<file path="src/rtl/gb_pkg.sv">
// Shared ghostbus definitions: initiator state encoding and the default bus widths
// also used by the ghostbus decoder generator.
package gb_pkg;

  localparam int unsigned GB_AW = 24;
  localparam int unsigned GB_DW = 32;

  typedef enum logic [1:0] {
    ST_IDLE  = 2'd0,
    ST_WRITE = 2'd1,
    ST_READ  = 2'd2,
    ST_DRAIN = 2'd3
  } gb_state_e;

endpackage

</file>
<file path="src/rtl/gb_rd_fifo.sv">
// First-word-fall-through synchronous FIFO holding returned read beats (data + last tag).
// The occupancy count feeds the initiator's read-issue credit check.
module gb_rd_fifo #(
  parameter int unsigned W     = 33,
  parameter int unsigned DEPTH = 3
) (
  input  logic                         clk,
  input  logic                         rst_n,
  input  logic                         push,
  input  logic [W-1:0]                 push_data,
  input  logic                         pop,
  output logic [W-1:0]                 pop_data,
  output logic                         empty,
  output logic [$clog2(DEPTH+1)-1:0]   count
);

  localparam int unsigned CW = $clog2(DEPTH + 1);
  localparam int unsigned PW = (DEPTH > 1) ? $clog2(DEPTH) : 1;

  logic [W-1:0]  mem_q [DEPTH];
  logic [PW-1:0] wr_ptr_q, wr_ptr_d;
  logic [PW-1:0] rd_ptr_q, rd_ptr_d;
  logic [CW-1:0] count_q, count_d;
  logic          do_push, do_pop;

  function automatic logic [PW-1:0] ptr_inc(input logic [PW-1:0] p);
    return (p == PW'(DEPTH - 1)) ? '0 : p + PW'(1);
  endfunction

  always_comb begin
    do_push  = push && (count_q != CW'(DEPTH));
    do_pop   = pop && (count_q != '0);
    wr_ptr_d = do_push ? ptr_inc(wr_ptr_q) : wr_ptr_q;
    rd_ptr_d = do_pop ? ptr_inc(rd_ptr_q) : rd_ptr_q;
    count_d  = count_q + CW'(do_push) - CW'(do_pop);
  end

  always_ff @(posedge clk or negedge rst_n) begin
    if (!rst_n) begin
      wr_ptr_q <= '0;
      rd_ptr_q <= '0;
      count_q  <= '0;
    end else begin
      wr_ptr_q <= wr_ptr_d;
      rd_ptr_q <= rd_ptr_d;
      count_q  <= count_d;
    end
  end

  always_ff @(posedge clk) begin
    if (do_push) mem_q[wr_ptr_q] <= push_data;
  end

  assign pop_data = mem_q[rd_ptr_q];
  assign empty    = (count_q == '0);
  assign count    = count_q;

endmodule

</file>
<file path="src/rtl/gb_host_initiator.sv">
// Ghostbus initiator: turns read/write burst commands into registered bus strobes,
// streaming write data in and buffering fixed-latency read returns out.
module gb_host_initiator
  import gb_pkg::*;
#(
  parameter int unsigned AW         = GB_AW,
  parameter int unsigned DW         = GB_DW,
  parameter int unsigned RD_LAT     = 1,
  parameter int unsigned LW         = 8,
  parameter int unsigned FIFO_DEPTH = RD_LAT + 2
) (
  input  logic          clk,
  input  logic          rst_n,
  input  logic          req_valid,
  output logic          req_ready,
  input  logic          req_write,
  input  logic [AW-1:0] req_addr,
  input  logic [LW-1:0] req_len,
  input  logic          wd_valid,
  output logic          wd_ready,
  input  logic [DW-1:0] wd_data,
  output logic          rd_valid,
  input  logic          rd_ready,
  output logic [DW-1:0] rd_data,
  output logic          rd_last,
  output logic          busy,
  output logic [AW-1:0] gb_addr,
  output logic [DW-1:0] gb_dout,
  output logic          gb_we,
  output logic          gb_re,
  input  logic [DW-1:0] gb_din
);

  localparam int unsigned CW = $clog2(FIFO_DEPTH + 1);

  gb_state_e         state_q, state_d;
  logic              init_q;
  logic [AW-1:0]     base_q, base_d;
  logic [LW-1:0]     remain_q, remain_d;
  logic [LW-1:0]     beat_q, beat_d;
  logic [AW-1:0]     gb_addr_q, gb_addr_d;
  logic [DW-1:0]     gb_dout_q, gb_dout_d;
  logic              gb_we_q, gb_we_d;
  logic              gb_re_q, gb_re_d;
  logic              gb_last_q, gb_last_d;
  logic [RD_LAT-1:0] pipe_v_q, pipe_v_d;
  logic [RD_LAT-1:0] pipe_last_q, pipe_last_d;
  logic [CW-1:0]     out_q, out_d;

  logic              req_hs, wd_hs, final_beat, issue, credit_ok;
  logic              fifo_push, fifo_pop, fifo_empty;
  logic [CW-1:0]     fifo_count;
  logic [CW:0]       credit_used;
  logic [DW:0]       fifo_rdata;
  logic [AW-1:0]     beat_addr;

  assign req_hs     = req_valid && req_ready;
  assign wd_hs      = wd_valid && wd_ready;
  assign final_beat = (beat_q == remain_q);
  assign beat_addr  = base_q + AW'(beat_q);
  assign fifo_push  = pipe_v_q[RD_LAT-1];
  assign fifo_pop   = rd_valid && rd_ready;

  // A pop in the same cycle frees a slot, so it is credited immediately to keep one beat/cycle.
  assign credit_used = {1'b0, out_q} + {1'b0, fifo_count} - {{CW{1'b0}}, fifo_pop};
  assign credit_ok   = credit_used < (CW+1)'(FIFO_DEPTH);

  always_ff @(posedge clk or negedge rst_n) begin
    if (!rst_n) state_q <= ST_IDLE;
    else        state_q <= state_d;
  end

  always_comb begin
    state_d = state_q;
    unique case (state_q)
      ST_IDLE:  if (req_hs) state_d = req_write ? ST_WRITE : ST_READ;
      ST_WRITE: if (wd_hs && final_beat) state_d = ST_IDLE;
      ST_READ:  if (issue && final_beat) state_d = ST_DRAIN;
      ST_DRAIN: if (fifo_pop && rd_last) state_d = ST_IDLE;
      default:  state_d = ST_IDLE;
    endcase
  end

  always_comb begin
    req_ready = 1'b0;
    wd_ready  = 1'b0;
    busy      = 1'b1;
    issue     = 1'b0;
    unique case (state_q)
      ST_IDLE: begin
        req_ready = init_q;
        busy      = 1'b0;
      end
      ST_WRITE: wd_ready = 1'b1;
      ST_READ:  issue    = credit_ok;
      default:  ;
    endcase
  end

  always_comb begin
    base_d      = base_q;
    remain_d    = remain_q;
    beat_d      = beat_q;
    gb_addr_d   = gb_addr_q;
    gb_dout_d   = gb_dout_q;
    gb_we_d     = 1'b0;
    gb_re_d     = 1'b0;
    gb_last_d   = 1'b0;
    if (req_hs) begin
      base_d   = req_addr;
      remain_d = req_len;
      beat_d   = '0;
    end
    if (wd_hs) begin
      gb_we_d   = 1'b1;
      gb_addr_d = beat_addr;
      gb_dout_d = wd_data;
      beat_d    = beat_q + LW'(1);
    end
    if (issue) begin
      gb_re_d   = 1'b1;
      gb_addr_d = beat_addr;
      gb_last_d = final_beat;
      beat_d    = beat_q + LW'(1);
    end
    pipe_v_d[0]    = gb_re_q;
    pipe_last_d[0] = gb_last_q;
    for (int unsigned i = 1; i < RD_LAT; i++) begin
      pipe_v_d[i]    = pipe_v_q[i-1];
      pipe_last_d[i] = pipe_last_q[i-1];
    end
    out_d = out_q + CW'(issue) - CW'(fifo_push);
  end

  always_ff @(posedge clk or negedge rst_n) begin
    if (!rst_n) begin
      init_q      <= 1'b0;
      base_q      <= '0;
      remain_q    <= '0;
      beat_q      <= '0;
      gb_addr_q   <= '0;
      gb_dout_q   <= '0;
      gb_we_q     <= 1'b0;
      gb_re_q     <= 1'b0;
      gb_last_q   <= 1'b0;
      pipe_v_q    <= '0;
      pipe_last_q <= '0;
      out_q       <= '0;
    end else begin
      init_q      <= 1'b1;
      base_q      <= base_d;
      remain_q    <= remain_d;
      beat_q      <= beat_d;
      gb_addr_q   <= gb_addr_d;
      gb_dout_q   <= gb_dout_d;
      gb_we_q     <= gb_we_d;
      gb_re_q     <= gb_re_d;
      gb_last_q   <= gb_last_d;
      pipe_v_q    <= pipe_v_d;
      pipe_last_q <= pipe_last_d;
      out_q       <= out_d;
    end
  end

  gb_rd_fifo #(
    .W     (DW + 1),
    .DEPTH (FIFO_DEPTH)
  ) u_rd_fifo (
    .clk       (clk),
    .rst_n     (rst_n),
    .push      (fifo_push),
    .push_data ({pipe_last_q[RD_LAT-1], gb_din}),
    .pop       (fifo_pop),
    .pop_data  (fifo_rdata),
    .empty     (fifo_empty),
    .count     (fifo_count)
  );

  assign rd_valid = !fifo_empty;
  assign rd_data  = rd_valid ? fifo_rdata[DW-1:0] : '0;
  assign rd_last  = rd_valid && fifo_rdata[DW];
  assign gb_addr  = gb_addr_q;
  assign gb_dout  = gb_dout_q;
  assign gb_we    = gb_we_q;
  assign gb_re    = gb_re_q;

endmodule

</file>
<file path="config.mk">
export PLATFORM = sky130hd
export DESIGN_NAME = gb_host_initiator
export DESIGN_NICKNAME = d
export VERILOG_FILES = /design/src/rtl/gb_pkg.sv /design/src/rtl/gb_rd_fifo.sv /design/src/rtl/gb_host_initiator.sv
export SDC_FILE = /design/constraint.sdc
export NUM_CORES = 1
export LEC_CHECK = 0
export ABC_AREA = 1
export CELL_PAD_IN_SITES_DETAIL_PLACEMENT = 0
export CELL_PAD_IN_SITES_GLOBAL_PLACEMENT = 2
export CORE_ASPECT_RATIO = 1.1
export CORE_UTILIZATION = 31
export DETAILED_ROUTE_END_ITERATION = 8
export PLACE_DENSITY = 0.85
export SLEW_MARGIN = 10
export SYNTH_ARGS = -nofsm -noshare
export SYNTH_HDL_FRONTEND = slang
export SYNTH_SLANG_ARGS = --single-unit
</file>
<file path="constraint.sdc">
create_clock -name clk -period 5 [get_ports clk]
set_clock_uncertainty 0.2 [all_clocks]
set_input_delay 1 -clock clk [delete_from_list [all_inputs] [get_ports clk]]
set_output_delay 1 -clock clk [all_outputs]
set_load 0.05 [all_outputs]
</file>
## Word-level counts from Yosys, hierarchy flattened

Memories as Yosys holds them, arrays and structs flattened.
Cells that the tools add are included.

- Bits in registers: 112
- Bits in writable memories: 99
- Bits of input ports: 102
- Output and inout bits: 95
- Logic and storage cells: 78
- Memories: 1

Memories:

| memory | words | width | rd ports | clocked after Yosys merged registers in | write ports | line | source |
|---|---|---|---|---|---|---|---|
| u_rd_fifo.mem_q | 3 | 33 | 1 | 0 | 1 | gb_rd_fifo.sv:20 | `logic [W-1:0] mem_q [DEPTH];` |

- $add $sub $neg: 10
- Order comparisons: 1
- Equality and inequality tests: 11
- Muxes and demuxes: 23
- Reduce and logical (&&, ||, !) cells: 16

Operator list:

| cell | number |
|---|---|
| $mux 24 | 2 |
| $mux 32 | 1 |
| $add 24x8->24 | 1 |
| $mux 8 | 3 |
| $mux 2 | 7 |
| $ne 2x2->1 const B | 5 |
| $logic_and 1x1->1 | 9 |
| $mux 1 | 9 |
| $add 8x1->8 const B | 1 |
| $eq 2x2->1 const B | 4 |
| $eq 8x8->1 | 1 |
| $pmux 2 s4 | 1 |
| $add 2x1->2 | 2 |
| $add 2x1->2 const B | 2 |
| $logic_not 2->1 | 2 |
| $reduce_and 4->1 | 1 |
| $reduce_bool 2->1 | 2 |
| $sub 2x1->2 | 2 |
| $add 2x2->3 | 1 |
| $lt 3x2->1 const B | 1 |
| $reduce_bool 3->1 | 1 |
| $sub 3x1->3 | 1 |
| $eq 2x1->1 const B | 1 |
| $logic_not 1->1 | 1 |

## Depth between registers and ports, before layout

Gate-level depths: netlist of run 1.

- Depth in word-level cells: 9
- Depth in mapped cells: 14
- Mapped depth without buffers: 14

## Cells and area by module

Synthesis of run 1 repeated with hierarchy kept, for this count alone.

- Cells, all modules: 1001
- Area total of the unflattened synthesis: 9519.1 µm²

Modules (own cells, without submodules):

| module | times used | cells each | area each (µm²) | sequential area each (µm²) |
|---|---|---|---|---|
| gb_host_initiator | 1 | 710 | 5517.8 | 2652.5 |
| gb_rd_fifo | 1 | 291 | 4001.3 | 3123.0 |

## Least setup slack after synthesis of run 1

OpenSTA, ideal clock, no wires.

- Path kind: flip-flop to flip-flop
- Start point: register u_rd_fifo.count_q[1], in the netlist u_rd_fifo.count[1]
- End point: memory u_rd_fifo.mem_q[0][0] (enable)
- Setup time: 466 ps
- Arrival: 2930 ps
- Required time: 4334 ps
- Setup slack: 1404 ps
- Cell stages (with the launch flop): 4
- Buffers on the path: 0
- Path through: dfrtp_1 inv_1 o21ai_0 nor3_1

- Word-level cells in the longest chain between the ends: 4

RTL lines:

| item | line | source |
|---|---|---|
| start, declared | gb_rd_fifo.sv:23 | `logic [CW-1:0] count_q, count_d;` |
| start signal, assigned | gb_rd_fifo.sv:46 | `count_q <= count_d;` |
| $ne 2x2->1 | gb_rd_fifo.sv:31 | `do_push = push && (count_q != CW'(DEPTH));` |
| $logic_and 1x1->1 | gb_rd_fifo.sv:31 |  |
| $mux 1 | gb_rd_fifo.sv:51 | `if (do_push) mem_q[wr_ptr_q] <= push_data;` |
| $mux 1 (implied by the code) | gb_rd_fifo.sv:51 |  |
| end, declared | gb_rd_fifo.sv:20 |  |

No other way between the ends.

## Worst setup path after layout of run 1

- Start point: register u_rd_fifo.rd_ptr_q[1]
- End point: output port rd_last

- Word-level cells in the longest chain between the ends: 2

RTL lines:

| item | line | source |
|---|---|---|
| start, declared | gb_rd_fifo.sv:22 | `logic [PW-1:0] rd_ptr_q, rd_ptr_d;` |
| start signal, assigned | gb_rd_fifo.sv:45 | `rd_ptr_q <= rd_ptr_d;` |
| $mem_v2 3x33 | - |  |
| $logic_and 1x1->1 | gb_host_initiator.sv:181 | `assign rd_last = rd_valid && fifo_rdata[DW];` |
| end, declared | gb_host_initiator.sv:25 | `output logic rd_last,` |

No other way between the ends.

==> reports/qor.tcl, run 1 <==
set qor(place.detailed.hpwl_microns) 16300
set qor(vias_per_cell) 4.47
set qor(netlist_area_sq_mm) 0.00936
set qor(leakage_nw) 5.67
set qor(hold_violations) 0
set qor(ys_warn_count) 0
set qor(drt_first_iter_violations) 379
set qor(floorplan.die.height_microns) 184
set qor(clkSlewWorstSetupHoldPaths_ps) 60
set qor(timing.critical_path.from_type) {flop}
set qor(clock_latency_ps) 510
set qor(worst_r2r_endpoint) {beat_q[0]}
set qor(die-area_sq_mm) 0.0309
set qor(power.density_cell_area_mw_per_mm2) 667
set qor(drtAntennaViolNets) 0
set qor(final_min_period_over_clock_period_pct) 80.1
set qor(maxCapViolations) 0
set qor(num-nets-final) 1336
set qor(cts_tree) {done}
set qor(grt_max_degree) 53
set qor(drt-pass1-iter-count) 4
set qor(startpoint) {u_rd_fifo.rd_ptr_q[1]}
set qor(die_x_microns) 168
set qor(number_of_hold_buffers_added_after_cts) 0
set qor(overflow) 0
set qor(slew-limit-headroom_pct) 56.2
set qor(grt_first_pass_wirelength_microns) 38100
set qor(status) {complete, no violations}
set qor(cts_buffers) 23
set qor(setup-tns-final_ps) 0
set qor(post_synth_inst_count) 1012
set qor(critPathKind) {reg2out}
set qor(post_cts_resized) 0
set qor(fraction_of_final_layout_cells_with_drive_strength_greater_than_1_pct) 5.76
set qor(cp_max_fo) 24
set qor(netlist-cell-type-count) 38
set qor(cp_data_required_time_ps) 3800
set qor(numClockSinks) 211
set qor(synthToLayoutAreaGrowth_pct) 33.4
set qor(finalCoreUtilization_pct) 42.1
set qor(port_buffers) 196
set qor(antenna_found_initial) 1
set qor(drc_errors) 0
set qor(clock_tree.htree_level_count) 1
set qor(start_util_pct) 31.6
set qor(max_freq_mhz) 250
set qor(globalplace.congestion) 0.764
set qor(cts-root-to-sink-buffers) 3
set qor(wl_per_cell_microns) 14.7
set qor(hold_path_depth) 0
set qor(post-place-ws_ps) 728
set qor(clock-root-buffer) {sky130_fd_sc_hd__clkbuf_16}
set qor(fin_crit_ps) 4010
set qor(critPathArrivalTime_ps) 2810
set qor(rr_startpoint) {u_rd_fifo.count[1]}
set qor(post-layout-total-power_mw) 8.32
set qor(maxSlewViolCount) 0
set qor(synth_seq_area_share_pct) 61.7
set qor(first_global_vias) 7224
set qor(final_instance_count_without_filler_cells) 1608
set qor(rsz0062_at_grt) {false}
set qor(grt_usage_pct) 15.6
set qor(worstSetupEndpoint) {rd_last}
set qor(core_area_sq_mm) 0.0296
set qor(max_slew.worst_pin.slew_ps) 650
set qor(postRouteWirelength_microns) 23700
set qor(synthesis.nets) 1131
set qor(r2r_slack_ps) 1930
set qor(row_count) 66
set qor(holdCritPathClass) {reg2reg}
set qor(irDropWorstVdd_uv) 361
set qor(post_cts_repair_timing_setup_buffer_count) 0
set qor(dp.cells) 1566
set qor(synth_area_per_cell_sq_um) 9.25
set qor(post-route-worst-setup-slack_ps) 993
set qor(num_vias) 7191
set qor(kind_of_capture_point_of_the_worst_setup_path) {primary output}
set qor(synth_seq_cells) 211
set qor(timing.reg2reg.worst_path_depth) 13
set qor(num_io_pins) 197
set qor(finalSetupViolCount) 0
-- worst min-delay path by stage --
stage                     slack (ps)           to  startpoint
after floorplan                  130  pipe_last_q   gb_last_q
after global placement           140  pipe_last_q   gb_last_q
after detailed placement         130  pipe_last_q   gb_last_q
after CTS                        170  pipe_last_q   gb_last_q
after global routing             170  pipe_last_q   gb_last_q
final                            170  pipe_last_q   gb_last_q
-- report_power, final --
part           switching, mW  internal, mW
registers              0.341          2.26
clock network          0.676         0.949
logic                   2.78          1.32
-- cell type report --
type | count | area, sq um
timing repair buffer | 210 | 2060
inverter | 103 | 389
clock inverter | 13 | 120
clock buffer | 28 | 594
sequential | 211 | 5780
antenna | 1 | 2.50
tap | 374 | 468
fill | 2951 | 17200
multi-input combinational | 668 | 3070
-- state kept, by name, summed over array words and instances (netlist names), 2 cells and up --
signal,flops
u_rd_fifo.mem_q,99
gb_dout,32
base_q,24
gb_addr,24
beat_q,8
remain_q,8
out_q,2
state_q,2
u_rd_fifo.count,2
u_rd_fifo.rd_ptr_q,2
u_rd_fifo.wr_ptr_q,2
-- synthesized netlist by cell type, drive strengths merged --
library cell	instances	share of area (%)
or2	1	0.067
clkinv	1	0.040
clkbuf	15	0.60
nand3b	3	0.24
inv	102	4.1
o21ai	33	1.8
nor3b	1	0.20
a21oi	10	0.53
buf	15	0.91
edfxtp	99	32
a21boi	1	0.080
a21o	1	0.080
o21a	1	0.080
xor2	8	0.75
nand2	446	18
fa	2	0.43
ha	15	2.0
o22ai	3	0.20
nor2	37	1.8
mux2	1	0.12
a31oi	1	0.067
dfrtp	112	30
o21bai	3	0.24
nor3	10	0.53
nand3	72	3.8
nand4	8	0.53
conb	1	0.040
xnor2	10	0.94
-- layout by cell type, fill, tap and decap left out, drive strengths merged, types with 2 or more instances in the layout --
cell / synthesis / final
dfrtp: 112 / 112
nand2: 446 / 446
nand3: 72 / 72
o21bai: 3 / 3
xnor2: 10 / 10
nand3b: 3 / 3
clkinvlp: 0 / 2
clkbuf: 15 / 28
o22ai: 3 / 3
edfxtp: 99 / 99
clkinv: 1 / 10
xor2: 8 / 8
bufinv: 0 / 2
nand4: 8 / 8
buf: 15 / 15
clkdlybuf4s50: 0 / 195
nor3: 10 / 10
ha: 15 / 15
a21oi: 10 / 10
o21ai: 33 / 33
inv: 102 / 102
fa: 2 / 2
nor2: 37 / 37
-- metal layers --
layer	wire length (microns)	part of all wire [%]	up-vias	global-route usage, %
li1	-	-	3632	-
met5	0	0	-	0
met1	10800	46	3330	19.8
met4	423	1.8	0	4.04
met3	1560	6.6	30	3.78
met2	10900	46	199	26.4
-- critical path: stages, from the launching register on --
cell and delay [ps]:
sky130_fd_sc_hd__dfrtp_1 620, sky130_fd_sc_hd__nor2_2 220, sky130_fd_sc_hd__buf_4 310, sky130_fd_sc_hd__nand2_1 80, sky130_fd_sc_hd__nand3_1 120, sky130_fd_sc_hd__nand2_1 60
sky130_fd_sc_hd__inv_1 90, sky130_fd_sc_hd__clkdlybuf4s50_1 800
-- metrics by stage --
step	hold slack (ps)	cell area, sq um
CTS	167	12500
global route	175	12500
finish	169	12500
global placement	139	11800
detailed placement	135	11800
floorplan	131	9360
-- cells by family after synthesis --
| group | count (synthesis) | synth area share (%) |
|---|---|---|
| XOR/XNOR | 18 | 1.68 |
| AND/OR/NAND/NOR | 578 | 25.2 |
| AO/OA/AOI/OAI | 53 | 3.13 |
| buffers and inverters | 133 | 5.67 |
| adder cells (fa/ha/maj) | 17 | 2.43 |
| other | 1 | 0.0401 |
| flip-flops | 211 | 61.7 |
| multiplexers | 1 | 0.120 |
Note: power is estimated with default switching activity, not from simulation.
==> run 2: changes to the inputs <==
Clock period 5 ns to 4 ns, I/O delays scaled along.
==> run 2 against run 1 <==
Net effect:
- core utilization increased by 1.5 points
- clock-buffer cell count is 1 higher
- clock power rose by 36%
- combinational power grew 39%
- first-iteration DRC count shrank 12%
==> reports/qor.tcl, run 2 (synthesized netlist as in run 1, its figures left out) <==
set qor(finalSetupViolCount) 0 ;# unchanged
set qor(start_util_pct) 31.6 ;# unchanged
set qor(overflow) 0 ;# unchanged
set qor(kind_of_capture_point_of_the_worst_setup_path) {primary output}
set qor(postPlaceCellArea_sq_mm) 0.0121 ;# +3.0%
set qor(grt_first_pass_wirelength_microns) 38000 ;# about the same
set qor(leakage_nw) 5.89 ;# +3.9%
set qor(final_common_cell) {sky130_fd_sc_hd__nand2_1}
set qor(fillers) 2871 ;# -2.7%
set qor(drt_first_iter_violations) 333 ;# -12%
set qor(regMostFlops) {u_rd_fifo.mem_q}
set qor(antenna_found_initial) 1 ;# unchanged
set qor(cp_max_fo) 21 ;# -13%
set qor(critPathArrivalTime_ps) 2320 ;# -490 ps
set qor(row_count) 66 ;# unchanged
set qor(drt-pass1-iter-count) 4 ;# unchanged
set qor(num-nets-final) 1338 ;# +0.15%
set qor(core_area_sq_mm) 0.0296 ;# unchanged
set qor(area_occupied_by_registers_sq_mm) 0.00578 ;# unchanged
set qor(first_global_vias) 7240 ;# +0.22%
set qor(cp_data_required_time_ps) 3000 ;# -800 ps
set qor(clock_latency_ps) 510 ;# about the same
set qor(post-layout-total-power_mw) 11.1 ;# +34%
set qor(rr_startpoint) {u_rd_fifo.count[1]}
set qor(globalplace.congestion) 0.776 ;# +1.5%
set qor(port_buffers) 196 ;# unchanged
set qor(cts_tree) {done}
set qor(postRouteWirelength_microns) 23400 ;# -1.3%
set qor(power.density_cell_area_mw_per_mm2) 862 ;# +29%
set qor(multiInputGateArea_sq_mm) 0.00307 ;# unchanged
set qor(max_freq_mhz) 301
set qor(rsz0062_at_grt) {false}
set qor(setup-tns-final_ps) 0 ;# unchanged
set qor(floorplan.die.height_microns) 184 ;# unchanged
set qor(cts_buffers) 23 ;# unchanged
set qor(final_cell_area_sq_mm) 0.0129 ;# +3.5%
set qor(max_slew.worst_pin.slew_ps) 837 ;# +186 ps
set qor(clkSlewWorstSetupHoldPaths_ps) 60 ;# about the same
set qor(status) {complete, no violations}
set qor(synthToLayoutAreaGrowth_pct) 38.0
set qor(cts-root-to-sink-buffers) 3 ;# unchanged
set qor(post_cts_repair_timing_setup_buffer_count) 0 ;# unchanged
set qor(die_x_microns) 168 ;# unchanged
set qor(maxCapViolations) 0 ;# unchanged
set qor(num_vias) 7234 ;# +0.60%
set qor(wl_per_cell_microns) 14.5 ;# -1.4%
set qor(maxSlewViolCount) 0 ;# unchanged
set qor(final_min_period_over_clock_period_pct) 83.0
set qor(die-area_sq_mm) 0.0309 ;# unchanged
set qor(startpoint) {u_rd_fifo.rd_ptr_q[0]}
set qor(drc_errors) 0 ;# unchanged
set qor(num_io_pins) 197 ;# unchanged
set qor(dp.cells) 1568 ;# +0.13%
set qor(fraction_of_final_layout_cells_with_drive_strength_greater_than_1_pct) 8.82 ;# +3.1 points
set qor(irDropWorstVdd_uv) 440 ;# +22%
set qor(timing.critical_path.from_type) {flop}
set qor(place.detailed.hpwl_microns) 16000 ;# -1.8%
set qor(final_instance_count_without_filler_cells) 1611 ;# +0.19%
set qor(post_cts_resized) 0 ;# unchanged
set qor(number_of_hold_buffers_added_after_cts) 0 ;# unchanged
set qor(critPathKind) {reg2out}
set qor(largest_reg_flops) 99 ;# unchanged
set qor(fin_crit_ps) 3320
set qor(clock-root-buffer) {sky130_fd_sc_hd__clkbuf_16}
set qor(drtAntennaViolNets) 0 ;# unchanged
set qor(final_cell_mix) {443 x sky130_fd_sc_hd__nand2_1, 162 x sky130_fd_sc_hd__clkdlybuf4s50_1, 112 x sky130_fd_sc_hd__dfrtp_1, 99 x sky130_fd_sc_hd__edfxtp_1, 97 x sky130_fd_sc_hd__inv_1}
set qor(grt_max_degree) 63 ;# +19%
set qor(hold_path_startpoint) {gb_last_q}
set qor(numClockSinks) 211 ;# unchanged
set qor(holdCritPathClass) {reg2reg}
set qor(grt_usage_pct) 15.5 ;# -0.022 points
set qor(hold_violations) 0 ;# unchanged
set qor(slew-limit-headroom_pct) 44.2 ;# -12 points
set qor(finalCoreUtilization_pct) 43.6 ;# +1.5 points
set qor(clock_tree.htree_level_count) 1 ;# unchanged
set qor(vias_per_cell) 4.49 ;# +0.41%
[run 2: changes by cell type in the layout (fill, tap and decap cells not counted)]
cell | previous run | this run
sky130_fd_sc_hd__clkdlybuf4s50_1 | 195 | 162
sky130_fd_sc_hd__clkbuf_1 | 5 | 4
sky130_fd_sc_hd__clkinv_4 | 1 | 0
sky130_fd_sc_hd__bufinv_16 | 2 | 4
sky130_fd_sc_hd__inv_6 | 0 | 1
sky130_fd_sc_hd__buf_4 | 15 | 16
sky130_fd_sc_hd__buf_12 | 0 | 34
sky130_fd_sc_hd__clkinv_1 | 4 | 3
sky130_fd_sc_hd__clkinv_2 | 5 | 4
sky130_fd_sc_hd__clkbuf_8 | 0 | 2
[run 2: final timing paths]
kind,endpoint,slack (ps),depth (start not counted)
worst max-delay path,rd_data[28],680,8
worst max register to register,beat_q[5],1190,13
worst min-delay path,pipe_last_q,150,0
worst min register to register,pipe_last_q,150,0
max in group asynchronous,pipe_last_q,2660,2
min in group asynchronous,base_q[15],200,1
[run 2: power breakdown]
| group | switching (mW) | internal (mW) | leakage, nW |
|---|---|---|---|
| clock network | 0.854 | 1.35 | 0.383 |
| registers | 0.400 | 2.83 | 2.30 |
| logic | 3.60 | 2.10 | 3.21 |
| total | 4.85 | 6.28 | 5.89 |
[run 2: per-layer routing]
metal,GRT usage [%],share of wire (%),vias up
met5,0,0,-
met4,3.05,1.4,0
met3,3.78,7.0,25
met2,25.8,45,189
met1,20.6,46,3394
li1,-,-,3626
[run 2: area by class of cell]
type                            instances  area share, %
Clock inverter                         13           1.33
Tap cell                              374           3.62
Antenna cell                            1         0.0194
Timing Repair Buffer                  212           18.8
Inverter                              103           3.01
Sequential cell                       211           44.7
Multi-Input combinational cell        668           23.8
Clock buffer                           29           4.79
[run 2: metrics by stage]
step / hold slack (ps) / worst slack (ps)
after floorplan: 131 / 404
after global placement: 138 / 307
after global routing: 166 / 461
after detailed placement: 139 / 253
final: 152 / 679
after CTS: 153 / 622
[run 2: critical path, cell delays in order, from the launching register on]
cell and delay (ps):
sky130_fd_sc_hd__dfrtp_1 360, sky130_fd_sc_hd__inv_1 60, sky130_fd_sc_hd__nor2_2 520, sky130_fd_sc_hd__buf_4 390, sky130_fd_sc_hd__nand2_1 80, sky130_fd_sc_hd__nand3_1 70
sky130_fd_sc_hd__nand2_1 50, sky130_fd_sc_hd__inv_1 120, sky130_fd_sc_hd__buf_12 150
==> run 3: changes to the inputs <==
Settings changed: CORE_UTILIZATION 31 to 28, PLACE_DENSITY 0.85 to 0.81.
Clock period 4 ns to 3 ns, I/O delays scaled along.
==> run 3 against run 2 <==
Net effect:
- clock-buffer cell count shrank 2
- largest power group unchanged
- register-to-register slack lost 1000 ps
- largest cell class unchanged
- via count grew 0.33%
- sequential power grew 34%
- highest routed layer unchanged
- critical path type unchanged
==> reports/qor.tcl, run 3 (synthesized netlist as in run 1, its figures left out) <==
set qor(status) {complete, no violations}
set qor(clock_latency_ps) 520 ;# about the same
set qor(postRouteWirelength_microns) 24800 ;# +5.9%
set qor(num-nets-final) 1349 ;# +0.82%
set qor(fin_hold_ws_ps) 150 ;# -1.25 ps
set qor(critPathArrivalTime_ps) 2060 ;# -260 ps
set qor(final_common_cell) {sky130_fd_sc_hd__nand2_1}
set qor(setup-tns-final_ps) 0 ;# unchanged
set qor(post-place-ws_ps) -497 ;# -749 ps
set qor(cts_buffers) 25 ;# +8.7%
set qor(floorplan.die.height_microns) 194 ;# +5.2%
set qor(place.detailed.hpwl_microns) 16900 ;# +5.5%
set qor(synthToLayoutAreaGrowth_pct) 40.5
set qor(hold_violations) 0 ;# unchanged
set qor(route.top_layer_used) {met4}
set qor(cp_max_fo) 4 ;# -81%
set qor(final_cell_area_sq_mm) 0.0132 ;# +1.8%
set qor(drtAntennaViolNets) 0 ;# unchanged
set qor(finalSetupViolCount) 0 ;# unchanged
set qor(vias_per_cell) 4.33 ;# -3.6%
set qor(drt-pass1-iter-count) 5 ;# +1
set qor(clock-root-buffer) {sky130_fd_sc_hd__clkbuf_16}
set qor(maxSlewViolCount) 0 ;# unchanged
set qor(cell_internal_pwr_mw) 8.47 ;# +35%
set qor(seq_power_share_pct) 28.6 ;# -0.4 points
set qor(met2_wirelength_microns) 11400 ;# +8.1%
set qor(rsz0062_at_grt) {false}
set qor(overflow) 0 ;# unchanged
set qor(leakage_nw) 6.00 ;# +1.9%
set qor(final_cell_mix) {443 x sky130_fd_sc_hd__nand2_1, 159 x sky130_fd_sc_hd__clkdlybuf4s50_1, 112 x sky130_fd_sc_hd__dfrtp_1, 99 x sky130_fd_sc_hd__edfxtp_1, 97 x sky130_fd_sc_hd__inv_1}
set qor(power.share.clock_pct) 19.8 ;# about the same
set qor(cp_cell_sequence) {inv_2, nand2_2, clkdlybuf4s50_1}
set qor(finalCoreUtilization_pct) 40.3 ;# -3.3 points
set qor(antenna_found_initial) 0 ;# -1
set qor(largest_reg_flops) 99 ;# unchanged
set qor(core_area_sq_mm) 0.0326 ;# +10%
set qor(timing.critical_path.from_type) {flop}
set qor(maxCapViolations) 0 ;# unchanged
set qor(drt_first_iter_violations) 304 ;# -8.7%
set qor(max_freq_mhz) 349
set qor(cts-root-to-sink-buffers) 3 ;# unchanged
set qor(numClockSinks) 211 ;# unchanged
set qor(start_util_pct) 28.7 ;# -2.9 points
set qor(critPathKind) {reg2out}
set qor(port_buffers) 196 ;# unchanged
set qor(critical-path-slowest-cell) {sky130_fd_sc_hd__clkdlybuf4s50_1}
set qor(die_x_microns) 176 ;# +5.2%
set qor(grt_max_degree) 49 ;# -22%
set qor(power.density_cell_area_mw_per_mm2) 1150 ;# +33%
set qor(post-route-worst-setup-slack_ps) 137 ;# -543 ps
set qor(holdCritPathClass) {reg2reg}
set qor(cpPeakStageDelay_ps) 900 ;# +380 ps
set qor(clock_tree.htree_level_count) 1 ;# unchanged
set qor(fraction_of_final_layout_cells_with_drive_strength_greater_than_1_pct) 10.2 ;# +1.3 points
set qor(post-layout-total-power_mw) 15.1 ;# +36%
set qor(slew-limit-headroom_pct) 59.1 ;# +15 points
set qor(die-area_sq_mm) 0.0342 ;# +11%
set qor(irDropWorstVdd_uv) 591 ;# +34%
set qor(final_instance_count_without_filler_cells) 1676 ;# +4.0%
set qor(sw_frac_of_total_pct) 44.0 ;# +0.38 points
set qor(hold_path_startpoint) {gb_last_q}
set qor(num_vias) 7258 ;# +0.33%
set qor(grt_first_pass_wirelength_microns) 39500 ;# +3.7%
set qor(postPlaceCellArea_sq_mm) 0.0122 ;# +0.87%
set qor(wl_per_cell_microns) 14.8 ;# +1.8%
set qor(dp.cells) 1624 ;# +3.6%
set qor(first_global_vias) 7458 ;# +3.0%
set qor(cts_tree) {done}
set qor(num_io_pins) 197 ;# unchanged
set qor(clkSlewWorstSetupHoldPaths_ps) 60 ;# about the same
set qor(critical-path-top-delay-family) {buffers and inverters}
set qor(routedLengthMet1_microns) 11200 ;# +3.2%
set qor(fin_crit_ps) 2860
set qor(startpoint) {state_q[0]}
set qor(rr_startpoint) {u_rd_fifo.count[1]}
set qor(met3_length_microns) 1820 ;# +11%
set qor(globalplace.congestion) 0.763 ;# -1.7%
set qor(row_count) 69 ;# +4.5%
set qor(cp_data_required_time_ps) 2200 ;# -800 ps
set qor(drc_errors) 0 ;# unchanged
set qor(power_frac_comb_pct) 51.7 ;# +0.5 points
set qor(max_slew.worst_pin.slew_ps) 607 ;# -230 ps
set qor(kind_of_capture_point_of_the_worst_setup_path) {primary output}
set qor(sum_of_buffers_and_inverters_on_the_critical_path) 2 ;# -2
set qor(grt_usage_pct) 14.5 ;# -1.0 points
set qor(final_min_period_over_clock_period_pct) 95.4
set qor(p_sw_mw) 6.65 ;# +37%
set qor(regMostFlops) {u_rd_fifo.mem_q}
==> run 3: routing by layer <==
layer  vias to the layer above  GRT usage [%]
met5                         -              0
met4                         0           2.75
met3                        26           4.10
met2                       193           24.0
met1                      3383           19.0
li1                       3656              -
==> run 3: power by group through the flow <==
stage / logic, mW / clock network (mW) / registers (mW)
floorplan: 3.47 / 0 / 5.45
global placement: 7.72 / 0 / 4.37
detailed placement: 7.76 / 0 / 4.36
CTS: 7.77 / 3.09 / 4.33
global route: 8.43 / 3.20 / 4.42
finish: 7.81 / 2.99 / 4.32
==> run 3: worst register-to-register path, stage by stage (launching register included) <==
cell and delay, ps:
sky130_fd_sc_hd__dfrtp_1 380, sky130_fd_sc_hd__nor2_1 170, sky130_fd_sc_hd__nor2_2 60, sky130_fd_sc_hd__ha_1 260, sky130_fd_sc_hd__inv_1 80, sky130_fd_sc_hd__ha_1 140, sky130_fd_sc_hd__inv_1 40, sky130_fd_sc_hd__fa_1 450
sky130_fd_sc_hd__o21ai_2 170, sky130_fd_sc_hd__nor2_4 60, sky130_fd_sc_hd__nor2_4 230, sky130_fd_sc_hd__buf_6 140, sky130_fd_sc_hd__buf_12 120, sky130_fd_sc_hd__nor2_2 50, sky130_fd_sc_hd__a21oi_1 110, sky130_fd_sc_hd__a21oi_1 50
==> run 3: timing repair <==
action	4_1_cts	5_1_grt
setup buffers	0	3
gates resized for setup	0	18
setup endpoints to repair	0	24
endpoints found under the hold margin	38	0
hold buffers	1	0
==> run 3: cell type report <==
cell class	instances	area (sq um)
timing repair buffer	220	2520
tap	426	533
multi-input combinational	668	3100
sequential	211	5780
timing repair inverter	1	8.76
clock buffer	27	633
clock inverter	19	180
fill	3267	19500
antenna	1	2.50
inverter	103	399
==> run 3: final timing paths <==
| kind | cells after the start | to | slack [ps] |
|---|---|---|---|
| setup / recovery | 3 | busy | 140 |
| hold / removal | 0 | pipe_last_q | 150 |
| setup reg to reg | 15 | beat_q[6] | 180 |
| hold reg to reg | 0 | pipe_last_q | 150 |
| max in group asynchronous | 3 | base_q[0] | 1420 |
| min in group asynchronous | 2 | gb_dout[18] | 400 |
